===== config.mk =====
export PLATFORM = sky130hd
export DESIGN_NAME = shared_reg_arbiter
export DESIGN_NICKNAME = d
export VERILOG_FILES = /design/src/rtl/shared_reg_arbiter_pkg.sv /design/src/rtl/shared_reg_arbiter_rr_pick.sv /design/src/rtl/shared_reg_arbiter.sv
export SDC_FILE = /design/constraint.sdc
export NUM_CORES = 1
export LEC_CHECK = 0
export ABC_CLOCK_PERIOD_IN_PS = 1350
export CORE_MARGIN = 2
export CORE_UTILIZATION = 34
export CTS_CLUSTER_DIAMETER = 50
export DETAILED_ROUTE_END_ITERATION = 6
export HOLD_SLACK_MARGIN = 0.03
export PLACE_DENSITY = 0.72
export SLEW_MARGIN = 15
export SYNTH_ARGS = -nofsm -noshare
export SYNTH_HDL_FRONTEND = slang
export SYNTH_SLANG_ARGS = --single-unit
export TNS_END_PERCENT = 10

===== constraint.sdc =====
create_clock -name C -period 1.35 [get_ports C]
set_input_delay 0.2025 -clock C [delete_from_list [all_inputs] [get_ports C]]
set_output_delay 0.2025 -clock C [all_outputs]
set_load 0.005 [all_outputs]

===== src/rtl/shared_reg_arbiter_pkg.sv =====
// shared_reg_arbiter_pkg
// Shared definitions for the shared-register arbiter slice:
//   - default requester count and data width
//   - FSM state encoding (fixed: IDLE=00, GRANT=01, LOAD=10)
package shared_reg_arbiter_pkg;

  localparam int unsigned N_DEFAULT = 4;
  localparam int unsigned W_DEFAULT = 4;

  typedef enum logic [1:0] {
    IDLE  = 2'b00,
    GRANT = 2'b01,
    LOAD  = 2'b10
  } state_e;

endpackage


===== src/rtl/shared_reg_arbiter_rr_pick.sv =====
// rr_pick
// Purely combinational round-robin picker. Scans ptr+1, ptr+2, ... modulo N
// and returns the first requester whose bit is set.
// Ports:
//   req    - request vector, bit i = requester i
//   ptr    - index of the most recent winner (lowest priority)
//   valid  - at least one request is set
//   winner - index of the selected requester (0 when valid is low)
module rr_pick #(
  parameter int unsigned N = 4
) (
  input  logic [N-1:0]         req,
  input  logic [$clog2(N)-1:0] ptr,
  output logic                 valid,
  output logic [$clog2(N)-1:0] winner
);

  localparam int unsigned PW = $clog2(N);

  int unsigned        ptr_u;
  logic [2*N-1:0]     dbl;
  logic [N-1:0]       rotated;

  assign ptr_u = {{(32 - PW){1'b0}}, ptr};

  // Rotate so that bit j of 'rotated' is requester (ptr+1+j) mod N; the
  // first set bit from the bottom is then the round-robin winner.
  always_comb begin
    dbl     = {req, req} >> (ptr_u + 32'd1);
    rotated = dbl[N-1:0];
  end

  always_comb begin
    valid  = 1'b0;
    winner = '0;
    for (int unsigned j = 0; j < N; j++) begin
      if (!valid && rotated[j]) begin
        valid  = 1'b1;
        winner = PW'((ptr_u + 32'd1 + j) % N);
      end
    end
  end

endmodule


===== src/rtl/shared_reg_arbiter.sv =====
// shared_reg_arbiter
// Round-robin arbiter and write sequencer for one shared W-bit register
// written by N requesters. Every transaction takes three cycles:
// IDLE (arbitrate) -> GRANT (one-hot grant, data captured) -> LOAD (done).
// All state changes on the falling edge of C; RE is a synchronous,
// active-high reset sampled on that same edge.
// Ports:
//   C      - clock (falling-edge active)
//   RE     - synchronous active-high reset
//   req    - request vector, bit i = requester i (sampled only in IDLE)
//   wdata  - packed data, requester i on bits [i*W +: W]
//   grant  - one-hot grant, high only in GRANT
//   done   - one-cycle pulse in LOAD after the write committed
//   owner  - index of the current or most recent winner
//   q      - shared register contents
//   busy   - high in GRANT and LOAD
module shared_reg_arbiter
  import shared_reg_arbiter_pkg::*;
#(
  parameter int unsigned N = N_DEFAULT,
  parameter int unsigned W = W_DEFAULT
) (
  input  logic                 C,
  input  logic                 RE,
  input  logic [N-1:0]         req,
  input  logic [N*W-1:0]       wdata,
  output logic [N-1:0]         grant,
  output logic                 done,
  output logic [$clog2(N)-1:0] owner,
  output logic [W-1:0]         q,
  output logic                 busy
);

  localparam int unsigned PW = $clog2(N);

  state_e          state_q, state_d;
  logic [PW-1:0]   ptr_q,   ptr_d;
  logic [PW-1:0]   owner_q, owner_d;
  logic [W-1:0]    q_q,     q_d;

  logic            pick_valid;
  logic [PW-1:0]   pick_winner;
  logic [W-1:0]    sel_data;

  rr_pick #(
    .N (N)
  ) u_pick (
    .req    (req),
    .ptr    (ptr_q),
    .valid  (pick_valid),
    .winner (pick_winner)
  );

  // Data word of the registered owner.
  always_comb begin
    sel_data = '0;
    for (int unsigned i = 0; i < N; i++) begin
      if (owner_q == PW'(i)) begin
        sel_data = wdata[i*W +: W];
      end
    end
  end

  // State register.
  always_ff @(negedge C) begin
    if (RE) begin
      state_q <= IDLE;
    end else begin
      state_q <= state_d;
    end
  end

  // Datapath registers. ptr resets to N-1 so requester 0 wins first.
  always_ff @(negedge C) begin
    if (RE) begin
      ptr_q   <= PW'(N - 1);
      owner_q <= '0;
      q_q     <= '0;
    end else begin
      ptr_q   <= ptr_d;
      owner_q <= owner_d;
      q_q     <= q_d;
    end
  end

  // Next-state and datapath update logic.
  always_comb begin
    state_d = state_q;
    ptr_d   = ptr_q;
    owner_d = owner_q;
    q_d     = q_q;
    unique case (state_q)
      IDLE: begin
        if (pick_valid) begin
          owner_d = pick_winner;
          state_d = GRANT;
        end
      end
      GRANT: begin
        q_d     = sel_data;
        state_d = LOAD;
      end
      LOAD: begin
        ptr_d   = owner_q;
        state_d = IDLE;
      end
      default: begin
        state_d = IDLE;
      end
    endcase
  end

  // Outputs decoded from state and registered owner only.
  always_comb begin
    grant = '0;
    done  = 1'b0;
    busy  = 1'b0;
    unique case (state_q)
      IDLE: begin
      end
      GRANT: begin
        grant = N'(1) << owner_q;
        busy  = 1'b1;
      end
      LOAD: begin
        done = 1'b1;
        busy = 1'b1;
      end
      default: begin
      end
    endcase
  end

  assign owner = owner_q;
  assign q     = q_q;

endmodule

**Word-level counts from Yosys, hierarchy flattened**

Index checks and enable logic that the tools add are counted.

- Flip-flop bits (word level): 10
- Input bits: 22
- Output and inout bits: 12
- Logic and storage cells: 43

- $add $sub $neg: 4
- Eq/ne operators: 6
- Shift-type cells: 2
- Mux-type cells: 17
- Reduce and logical (&&, ||, !) cells: 10

Operator list:

| operator | count |
|---|---|
| 4-bit two-way mux | 5 |
| 2-bit two-way mux | 5 |
| 8-bit by 3-bit >> shifter with 4-bit output | 1 |
| 2-bit == test (second input constant) | 3 |
| 1-bit two-way mux | 6 |
| 2-bit adder (second input constant) | 2 |
| 2-bit by 1-bit == test with 1-bit output (second input constant) | 2 |
| 2-bit logical NOT | 2 |
| 2-bit one-hot mux with 2 select lines | 1 |
| 1-bit by 2-bit << shifter with 4-bit output (first input constant) | 1 |
| 2-bit by 1-bit adder with 3-bit output (second input constant) | 1 |
| 1-bit logical AND | 3 |
| 1-bit logical NOT | 3 |
| 2-bit by 1-bit adder with 2-bit output (second input constant) | 1 |
| 2-bit != test (second input constant) | 1 |
| 2-bit AND reduction | 1 |
| 2-bit OR reduction | 1 |

**Depth between registers and ports, before layout**

- Depth after elaboration: 14
- Gate-level depth with buffers: 5
- Gate-level depth less buffers: 5

**Hierarchy**

A second synthesis with hierarchy kept.

- Cells, all modules: 68
- Area total of the unflattened synthesis: 651.9 um^2

Modules (own cells, without submodules):

| module | instances | cells each | area an instance (um^2) | seq. area each (um^2) |
|---|---|---|---|---|
| shared_reg_arbiter | 1 | 54 | 560.5 | 200.2 |
| rr_pick | 1 | 14 | 91.3 | 0.0 |

==> qor_table.md <==
| Metric | Value |
| --- | --- |
| Status | complete, but fails checks |
| Failing checks | negative setup slack |
| Clock tree sinks | 10 |
| Worst reg2reg endpoint | q[2] |
| Count of synthesis-stage warnings from yosys | 0 |
| Number of buffers on the longest clock path | 2 |
| Initial drt markers | 17 |
| Synth area leader | dfxtp_1 |
| Post-route insts no fill | 151 |
| Placed wire-length estimate after detailed placement | 1350 um |
| Peak VDD IR | 0.000833 V |
| Quantity of I/O buffers inserted on ports | 33 |
| Leakage power figure | 0.571 nW |
| Distinct cell type count after synthesis | 29 |
| Synthesis-to-finish area growth | 88.7% |
| Critical path fanouts, max | 5 |
| Overall Global Routing Usage | 20.0% |
| Startpoint type of the worst setup path | register |
| Commonest non-fill, non-tap cells in the layout | buf_4 (17), clkdlybuf4s50_1 (16), inv_1 (11) |
| TritonCTS buffer count | 3 |
| Sequential fraction of the synthesis area | 31.1% |
| Crit path required time | 1.15 ns |
| Mapped Nets | 89 |
| Transition time of the tightest slew-check pin | 0.249 ns |
| Post-synth ARST share | 0% |
| Areal power density over the cells | 907 nW/um2 |
| Count of final hold-check violations | 0 |
| Worst slew margin relative to its limit | 83.4% |
| Largest net degree at the start of global routing | 8 |
| CTS H-tree depth | 1 |
| Post-DR vias/cell | 4.98 |
| Diode count | 0 |
| Grt total ovfl | 0 |
| Count of pins on the block boundary | 34 |
| Top flip-flop cell by instance count after synthesis | dfxtp_1 |
| Placed cells | 132 |
| Hold path endpoint | q[0] |
| Final routed wire length divided by cell count | 13.7 um |
| Detailed-router iteration count before antenna repair | 4 |
| Overall via count from detail_route | 752 |
| Per-instance average area after synthesis | 10.2 um2 |
| Critical Path AT | 1.91 ns |
| Max-capacitance violation count | 0 |
| Hold Path Stages | 1 |
| First-pass GRT wire length | 3040 um |
| Hold path start | q[0] |
| Crit Path Class | register to output port |
| Total standard cell area after synthesis | 643 um2 |
| Share of cells above drive strength 1 | 54.0% |
| Die width | 47.5 um |
| Initial antenna violation count | 0 |
| Starting density of the core | 36.8% |
| Path type of the worst min-delay path | register to register |
| Clock transition time at the flip-flop clock pins of the worst setup and hold paths | 0.04 ns |
| Skew-Pair Late Insertion Delay | 0.35 ns |
| Post-synthesis instance total | 63 |
| CTS tree | built |
| Beginning of the worst register-to-register path | owner[0] |
| GPL Wtd Cong | 0.723 |
| Setup ws final | -0.766 ns |
| FF-to-FF path depth | 4 |
| Leading cell type in the layout, fill and taps excluded | buf_4 |
| Top cells by area, synth | dfxtp_1 (31%), mux4_2 (14%), ha_1 (7.8%) |
| Die boundary height | 47.5 um |
| Via count of the first global-routing pass | 758 |
| Critical path endpoint category | output port |
| Core region area | 1750 um2 |
| Rows | 15 |
| #FFs+latches synth | 10 |
| Fraction of post-synthesis cell area in the top cell type by area | 31.1% |
| Drt drc | 0 |
| Internal reg-to-reg setup slack | -0.10 ns |
| Clock root buffer | clkbuf_4 |
| Count of final max-slew check failures | 0 |
| Post-synth EDFFs | 0 |
| RSZ-0062 raised after global routing | yes |
| Aggregate routed wire length | 2060 um |
| Total Nets Final | 153 |
| Count of final setup violators | 18 |
| Post-route core utilization | 69.5% |
| Skew final | 0.0261 ns |
| Die Footprint | 2260 um2 |
| Post-route antenna net violation count | 0 |
how the worst max path moves through the flow:
stage	startpoint	slack [ns]	endpoint
finish	state_q[0]	-0.77	grant[2]
global route	state_q[0]	-0.81	grant[2]
CTS	state_q[0]	-0.77	grant[2]
detailed placement	req[1]	-0.82	owner[0]
global placement	req[1]	-0.83	state_q[1]
floorplan	wdata[14]	-0.28	q[2]
critical path, stage by stage (launching register included):
cell	delay [ns]
dfxtp_2	0.33
buf_6	0.12
ha_4	0.16
and3b_2	0.18
buf_2	0.12
metal layers:
metal  routed length [um]  part of all wire [%]  GRT usage (%)  vias to the layer above
met3                  176                   8.5           6.79                        4
met4                   33                   1.6           11.1                        0
met1                  850                    41           21.8                      352
li1                     -                     -              -                      366
met2                 1000                    49           33.8                       30
met5                    0                     0              0                        -
per-stage QoR:
| step | power, mW | hold WS, ns | instance area (um2) | worst slack (ns) | TNS (ns) |
|---|---|---|---|---|---|
| after CTS | 1.08 | 0.471 | 1190 | -0.769 | -8.60 |
| after global routing | 1.19 | 0.492 | 1210 | -0.811 | -8.37 |
| final | 1.10 | 0.474 | 1210 | -0.766 | -7.84 |
| after global placement | 0.753 | 0.464 | 1110 | -0.834 | -13.78 |
| after detailed placement | 0.759 | 0.471 | 1110 | -0.821 | -13.83 |
| after floorplan | 0.567 | 0.459 | 663 | -0.283 | -3.30 |
registers in the layout, indices dropped and copies added (netlist names):
signal   count
q            4
owner        2
ptr_q        2
state_q      2
report_power, final:
group	switching [mW]	internal [mW]
combinational	0.148	0.248
clock	0.205	0.147
sequential	0.0229	0.330
synthesized netlist by cell type, drive strengths merged, types with 2 or more instances:
cell type / number
dfxtp: 10
ha: 4
inv: 4
mux4: 4
nand2b: 4
nor2: 4
a21oi: 3
a22o: 3
nor2b: 3
a211o: 2
a31oi: 2
buf: 2
mux2i: 2
nand2: 2
nor3b: 2
repair_timing:
item                                    4_1_cts  5_1_grt
pin swaps                                     3        4
hold buffers                                  0        0
resized for setup                            62       19
setup buffers                                 5        1
endpoints found under the setup margin       22       21
cell type report:
type | count | area [um2]
tap | 25 | 31.3
clock inverter | 11 | 42.5
fill | 147 | 532
timing repair buffer | 53 | 425
inverter | 3 | 11.3
sequential | 10 | 215
clock buffer | 3 | 22.5
multi-input combinational | 46 | 465
cell families after synthesis:
family / share of synthesized area [%]
AND/OR/NAND/NOR: 17.1
AO/OA/AOI/OAI: 21.4
flip-flops: 31.1
buffers and inverters: 5.45
multiplexers: 17.1
adder cells (fa/ha/maj): 7.78
Power figures use the tool's default switching activity.
